==> config.mk <==
export PLATFORM = sky130hd
export DESIGN_NAME = operation_control_word_2_rotator
export DESIGN_NICKNAME = d
export VERILOG_FILES = /design/src/rtl/operation_control_word_2_rotator.sv
export SDC_FILE = /design/constraint.sdc
export NUM_CORES = 1
export LEC_CHECK = 0
export CORE_MARGIN = 2
export CORE_UTILIZATION = 40
export DETAILED_ROUTE_END_ITERATION = 6
export PLACE_DENSITY = 0.64
export SETUP_SLACK_MARGIN = 0.05
export SLEW_MARGIN = 20
export SYNTH_ARGS = -nofsm -noshare
export SYNTH_HDL_FRONTEND = slang
export SYNTH_SLANG_ARGS = --single-unit
==> constraint.sdc <==
create_clock -name clock -period 7.8 [get_ports clock]
set_input_delay 1.56 -clock clock [delete_from_list [all_inputs] [get_ports clock]]
set_output_delay 1.56 -clock clock [all_outputs]
set_load 0.005 [all_outputs]
==> src/rtl/operation_control_word_2_rotator.sv <==
// In-service register with OCW2 EOI / rotation command handling for an 8259-style controller.
// Optional feature macro: OCW2_AUTO_EOI_EN enables auto-EOI clearing on the last INTA strobe.
`timescale 1ns/1ps

module operation_control_word_2_rotator #(
   parameter int NUM_LEVELS = 8,
   parameter int LEVEL_W    = $clog2(NUM_LEVELS)
) (
   input  logic                  clock,
   input  logic                  reset,
   input  logic                  write_initial_command_word_1,
   input  logic                  auto_eoi_config,
   input  logic                  write_operation_control_word_2,
   input  logic [7:0]            internal_data_bus,
   input  logic [LEVEL_W-1:0]    level_select,
   input  logic                  acknowledge_set,
   input  logic [NUM_LEVELS-1:0] acknowledge_interrupt,
   input  logic                  end_of_acknowledge_sequence,
   output logic [NUM_LEVELS-1:0] in_service_register,
   output logic [NUM_LEVELS-1:0] highest_level_in_service,
   output logic [NUM_LEVELS-1:0] end_of_interrupt,
   output logic                  auto_rotate_mode,
   output logic [LEVEL_W-1:0]    priority_rotate,
   output logic                  eoi_error
);

   localparam logic [2:0] CMD_SET_PRIORITY = 3'b110;

   logic [NUM_LEVELS-1:0] r_isr;
   logic [NUM_LEVELS-1:0] r_eoi;
   logic                  r_arm;
   logic                  r_err;
   logic [LEVEL_W-1:0]    r_rot;

   logic [2:0]            w_cmd;
   logic [NUM_LEVELS-1:0] w_highest;
   logic [NUM_LEVELS-1:0] w_set;
   logic [NUM_LEVELS-1:0] w_sel_onehot;
   logic [NUM_LEVELS-1:0] w_target;
   logic [LEVEL_W-1:0]    w_target_idx;
   logic [NUM_LEVELS-1:0] w_clear;
   logic                  w_err;
   logic                  w_rot_load;
   logic [LEVEL_W-1:0]    w_rot_next;
   logic                  w_mode_wr;
   logic                  w_auto_eoi;
   logic                  w_unused;

   function automatic logic [LEVEL_W-1:0] f_level_of(input logic [NUM_LEVELS-1:0] v);
      f_level_of = '0;
      for (int i = 0; i < NUM_LEVELS; i++) begin
         if (v[i]) f_level_of = LEVEL_W'(i);
      end
   endfunction

`ifdef OCW2_AUTO_EOI_EN
   assign w_auto_eoi = auto_eoi_config & end_of_acknowledge_sequence;
   assign w_unused   = ^internal_data_bus[4:0];
`else
   assign w_auto_eoi = 1'b0;
   assign w_unused   = ^{internal_data_bus[4:0], auto_eoi_config, end_of_acknowledge_sequence};
`endif

   // Scan from the level just above the lowest-priority one; the index wraps naturally
   // because NUM_LEVELS is a power of two.
   always_comb begin
      logic [LEVEL_W-1:0] idx;
      logic               found;
      w_highest = '0;
      found     = 1'b0;
      idx       = '0;
      for (int i = 1; i <= NUM_LEVELS; i++) begin
         idx = r_rot + LEVEL_W'(i);
         if (!found && r_isr[idx]) begin
            w_highest[idx] = 1'b1;
            found          = 1'b1;
         end
      end
   end

   assign w_cmd        = internal_data_bus[7:5];
   assign w_set        = acknowledge_set ? acknowledge_interrupt : '0;
   assign w_sel_onehot = {{(NUM_LEVELS-1){1'b0}}, 1'b1} << level_select;
   assign w_target     = w_cmd[1] ? w_sel_onehot : w_highest;
   assign w_target_idx = w_cmd[1] ? level_select : f_level_of(w_highest);
   assign w_mode_wr    = write_operation_control_word_2 && (w_cmd[1:0] == 2'b00);

   // Auto-EOI owns the clear/rotate path for the cycle; a concurrent OCW2 EOI, rotate or
   // set-priority is dropped, while auto-rotate mode writes still land.
   always_comb begin
      w_clear    = '0;
      w_err      = 1'b0;
      w_rot_load = 1'b0;
      w_rot_next = r_rot;
      if (w_auto_eoi) begin
         w_clear = acknowledge_interrupt;
         if (r_arm && (|acknowledge_interrupt)) begin
            w_rot_load = 1'b1;
            w_rot_next = f_level_of(acknowledge_interrupt);
         end
      end else if (write_operation_control_word_2) begin
         if (w_cmd == CMD_SET_PRIORITY) begin
            w_rot_load = 1'b1;
            w_rot_next = level_select;
         end else if (w_cmd[0]) begin
            if ((w_target & r_isr) == '0) begin
               w_err = 1'b1;
            end else begin
               w_clear = w_target;
               if (w_cmd[2]) begin
                  w_rot_load = 1'b1;
                  w_rot_next = w_target_idx;
               end
            end
         end
      end
   end

   always_ff @(posedge clock) begin
      if (reset || write_initial_command_word_1) begin
         r_isr <= '0;
         r_eoi <= '0;
         r_err <= 1'b0;
         r_arm <= 1'b0;
         r_rot <= LEVEL_W'(NUM_LEVELS - 1);
      end else begin
         r_isr <= (r_isr & ~w_clear) | w_set;
         r_eoi <= w_clear;
         r_err <= w_err;
         if (w_rot_load) r_rot <= w_rot_next;
         if (w_mode_wr)  r_arm <= w_cmd[2];
      end
   end

   assign in_service_register      = r_isr;
   assign highest_level_in_service = w_highest;
   assign end_of_interrupt         = r_eoi;
   assign auto_rotate_mode         = r_arm;
   assign priority_rotate          = r_rot;
   assign eoi_error                = r_err;

endmodule

# == Word-level counts from Yosys, hierarchy flattened ==
# Index checks and enable logic that the tools add are counted.
# word_totals
register_bits,21
latch_bits,0
ram_bits,0
mem_bits_ro,0
input_bits,26
output_inout_bits,29
wordCells,145
n_memories,0
# op_classes
add_sub_neg,7
mul,0
n_div,0
order_cmp,16
n_eq_ne,2
shift,1
muxes,71
bitwise,13
n_reduce_logical,30
# ops
op,count
8-bit 2-to-1 mux,14
8-bit OR,8
3-bit 2-to-1 mux,11
3-bit by 4-bit less-than comparator with 1-bit output (second input constant),8
1-bit 2-to-1 mux,30
1-bit binary-select mux with 3-bit select,8
1-bit demux with 3-bit select,8
3-bit by 1-bit >= comparator with 1-bit output (second input constant),8
8-bit bitwise AND,2
1-bit logical AND,16
3-bit adder (second input constant),4
8-bit zero test,1
8-bit inverter,1
1-bit by 3-bit left shift with 8-bit output (first input constant),1
1-bit zero test,7
3-bit by 2-bit adder with 3-bit output (second input constant),2
5-bit AND reduction,1
2-bit nonzero test,2
4-bit OR reduction,1
3-bit by 1-bit adder with 3-bit output (second input constant),1
3-bit == test (second input constant),1
2-bit zero test,1
2-bit != test (second input constant),1
1-bit inverter,2
1-bit logical OR,1

# == Depth between registers and ports, before layout ==
# depth
ltp_word,37
mapped_depth,17
ltp_nobuf,12

# == Worst setup path before layout ==
# No wires, ideal clock.
# synth_timing
path_kind,register to output
startpoint,"register r_rot[1], in the netlist priority_rotate[1]"
endpoint,output highest_level_in_service[1]
arrival_time_ns,2.799
t_required_ns,6.240
setup_slack_ns,3.441
stages_incl_launch_ff,13
path_buffers,4
cell_sequence,dfxtp_1 buf_6 buf_12 inv_1 ha_1 buf_4 mux2i_1 mux4_2 a32o_1 and3b_1 buf_6 nor4bb_1 or3_1
# synth_via
elab_chain_len,25
elab_cells_between_ends,99
cone_classes,7 x add/sub; 16 x order compare; 47 x mux; 7 x bitwise; 22 x reduce/logical
# synth_rtl
item,line,rtl
"start, declared",33,logic [LEVEL_W-1:0] r_rot;
"start signal, assigned",125,r_rot <= LEVEL_W'(NUM_LEVELS - 1);
"start signal, assigned",130,if (w_rot_load) r_rot <= w_rot_next;
branches (longest 24 deep; another with 3-bit by 4-bit less-than comparator with 1-bit output),--,
8-bit 2-to-1 mux *,74,if (!found && r_isr[idx]) begin
"end, declared",20,"output logic [NUM_LEVELS-1:0] highest_level_in_service,"
# Mark *: on every way between the ends. The select of a mux whose other input is x is not followed.

# == Worst setup path after layout ==
# layout_timing
startpoint,"register r_rot[1], in the netlist priority_rotate[1]"
endpoint,output highest_level_in_service[2]
# Same word-level chain as after synthesis.

==> flow_metrics.py <==
metrics = {
    "outcome": {
        "status": "finished, final reports clean",
    },
    "placed_design": {
        "hpwl_um": 6511,
        "port_buffers": 47,
        "gp_congestion": 0.9347,
        "dp_cells": 444,
    },
    "timing": {
        "relSlewSlack_pct": 46.30,
        "setup_viol": 0,
        "drv_slew": 0,
        "fmax_mhz": 160.0,
        "rsz0062_at_grt": "no",
        "tightest_slew_ns": 0.8044,
        "skew_ns": 0.002867,
        "finalCritPeriodShare_pct": 80.10,
        "period_needed_ns": 6.248,
        "hold_viol": 0,
        "fin_tns_setup_ns": 0,
    },
    "synthesis": {
        "ys_async_sr_fraction_pct": 0,
        "synth_cell_type_count": 66,
        "syn-cell-area_um2": 2716,
        "synthCells": 345,
        "ys_ff_latch": 21,
        "ys.warnings.count": 0,
        "synthesis.nets": 377,
        "seq_area_frac_synth_pct": 15.48,
        "synth_edf_count": 0,
        "syn_area_per_cell_um2": 7.873,
        "ys.flop_type": "dfxtp_1",
    },
    "grt": {
        "track_usage_pct": 23.67,
        "grt_use_met1_pct": 29.93,
        "grtUsageMet2_pct": 40.28,
        "busiest_layer": "met2",
        "grt_max_degree": 38,
        "grt_first_pass_wirelength_um": 13920,
        "overflow": 0,
        "grt_use_met3_pct": 1.905,
        "antenna_found_initial": 0,
        "first_global_vias": 2741,
    },
    "setup_path": {
        "path_delay_family": "compound AO/OA/AOI/OAI gates",
        "arrival_ns": 4.69,
        "r2r_slack_ns": 3.08,
        "slowest_delay_ns": 0.85,
        "cp-end-kind": "output pin",
        "crit_path_top_delay_cell": "dfxtp_1",
        "path_buf_inv": 3,
        "critPathMaxFanout": 25,
        "path_class": "flop to output pin",
        "crit_chain": "inv_1, ha_1, buf_4, mux2_2, o21ai_0, a22oi_4, nor3b_1, mux2i_1, o211ai_1, clkdlybuf4s50_1",
        "startpoint_type": "flop",
        "required_ns": 6.24,
    },
    "detailed_routing": {
        "drt-initial-drc-count": 306,
        "antenna_left": 0,
        "first_pass_iters": 5,
        "drcViolationCount": 0,
        "wire_per_inst_um": 20.17,
        "vias": 2874,
        "routed_wl_um": 9038,
        "viasPerCell": 6.415,
    },
    "cells_and_area": {
        "nNetsFinal": 401,
        "seq_area_um2": 420.4,
        "fill_cells": 672,
        "syn2layout_area_growth_pct": 16.81,
        "multiInputGateArea_um2": 2085,
        "layout-drive-gt1-share_pct": 10.60,
        "diodes": 0,
        "fin_cells": 448,
    },
    "floorplan": {
        "rows": 30,
        "fp.dieW_um": 86.41,
        "die_area_um2": 7466,
        "die_y_um": 86.41,
        "io_pins": 55,
        "start_util_pct": 40.66,
        "coreArea_um2": 6681,
    },
    "power_and_ir_drop": {
        "vdd_ir_drop_max_v": 0.0001150,
        "p_leak_nw": 1.204,
        "pwr_density_cell_nw_per_um2": 92.27,
    },
    "clock_network": {
        "cts.sinks": 21,
        "cts_resized": 0,
        "cts.htree.levels": 1,
        "clkTransAtPathRegs_ns": 0.08,
        "clock-root-buffer": "clkbuf_8",
        "post-cts-setup-buffers": 0,
        "insertion_delay_ns": 0.27,
        "cts_buffers": 3,
        "clock_path_buffers": 2,
        "cts_tree": "built",
        "cts_hold_buf": 0,
    },
    "min_path": {
        "hp-class": "flop to flop",
    },
    "flow_run": {
        "cap_violations": 0,
    },
}
[final timing paths]
path                                    endpoint                            start  cells past startpoint
setup / recovery     highest_level_in_service[2]  priority_rotate[1]$_SDFFE_PP1P_                     10
hold / removal     auto_rotate_mode$_SDFFE_PP0P_    auto_rotate_mode$_SDFFE_PP0P_                      2
setup reg to reg  end_of_interrupt[1]$_SDFF_PP0_  priority_rotate[1]$_SDFFE_PP1P_                     13
hold reg to reg    auto_rotate_mode$_SDFFE_PP0P_    auto_rotate_mode$_SDFFE_PP0P_                      2
[power breakdown]
part	switching, mW	leakage [nW]	total, mW	internal, mW
sequential	0.00869	0.170	0.118	0.109
combinational	0.0575	1.01	0.102	0.0443
clock	0.0367	0.0217	0.0729	0.0362
[cells in the final DEF (no fill, tap or decap), drive strengths merged, types with 2 or more instances in the layout]
cell           count
mux2               3
clkdlybuf4s50     47
dfxtp             21
nand2             41
a221oi             4
nor3b              3
mux2i             24
nand3             18
nand3b             2
mux4              12
nand2b             4
o22ai              5
and3               5
and2               6
a32oi              4
clkbuf             3
and3b              2
o211ai             3
nand4              7
nor2b             10
a32o               2
a21oi             19
a22oi              4
xnor2              2
inv                9
a211o              2
o21ai             13
ha                 6
o2bb2ai            2
nor3              12
buf                2
nor2              35
a31oi              8
a31o               6
o32ai              3
a211oi             3
xor2               2
[sequential cells by signal (all words and copies together), names as in the netlist]
register             cells
priority_rotate          3
auto_rotate_mode         1
end_of_interrupt         8
in_service_register      8
eoi_error                1
[Yosys cell counts, types with 6 or more instances]
cell type / n / area, um2
ha_1: 6 / 75.07
a21oi_1: 19 / 95.09
clkbuf_1: 9 / 33.78
nor2_1: 34 / 127.6
nand2_1: 39 / 146.4
nor2b_1: 10 / 62.56
inv_1: 8 / 30.03
buf_2: 12 / 60.06
nand3_1: 17 / 85.08
nor3_1: 12 / 60.06
o21ai_0: 12 / 60.06
nand4_1: 6 / 37.54
a31oi_1: 8 / 50.05
mux2i_1: 23 / 230.2
dfxtp_1: 21 / 420.4
mux4_2: 10 / 225.2
and2_1: 6 / 37.54
[layout make-up]
type	instances	share of cell area (%)
inverter	9	1.065
tap	80	3.155
sequential	21	13.25
multi-input combinational	285	65.69
clock buffer	3	1.301
clock inverter	1	0.2366
timing repair buffer	49	15.30
[worst reg2reg max path, cell delays in order, from the launching register on]
cell and delay (ns):
dfxtp_1 0.85, inv_1 0.19, ha_1 0.33, buf_4 0.30
mux2i_1 0.23, mux2_2 0.35, a22oi_4 0.46, nor3b_1 0.17
a211o_1 0.37, o311a_1 0.40, a2111oi_4 0.31, nand3_2 0.26
nand4_4 0.21, and3b_1 0.19
[routing by layer]
layer	vias to the layer above	share of wire [%]
met5	-	0
met4	0	4.2
met3	33	5.8
met2	150	48
met1	1350	42
li1	1341	-
[cell families (layout without fill, tap and decap cells)]
family | count (synthesis) | in the layout | synth area share (%)
simple gates | 150 | 150 | 27.96
compound gates | 86 | 86 | 23.68
mux | 39 | 39 | 20.77
buf+inv | 39 | 62 | 7.784
flops | 21 | 21 | 15.48
fa+ha+maj | 6 | 6 | 2.764
xor+xnor | 4 | 4 | 1.566
[per-stage QoR]
step                power (mW)  hold WS, ns  utilization, %  area, um2  setup WS [ns]
finish                  0.2928       0.4673           47.49       3173          1.552
global route            0.3057       0.5149           47.49       3173          1.330
CTS                     0.2926       0.4693           47.49       3173          1.647
detailed placement      0.2199       0.4553           46.76       3124          1.943
global placement        0.2212       0.4537           46.76       3124          1.887
floorplan               0.1850       0.4527               -       2716          3.441
Power figures use the tool's default switching activity.
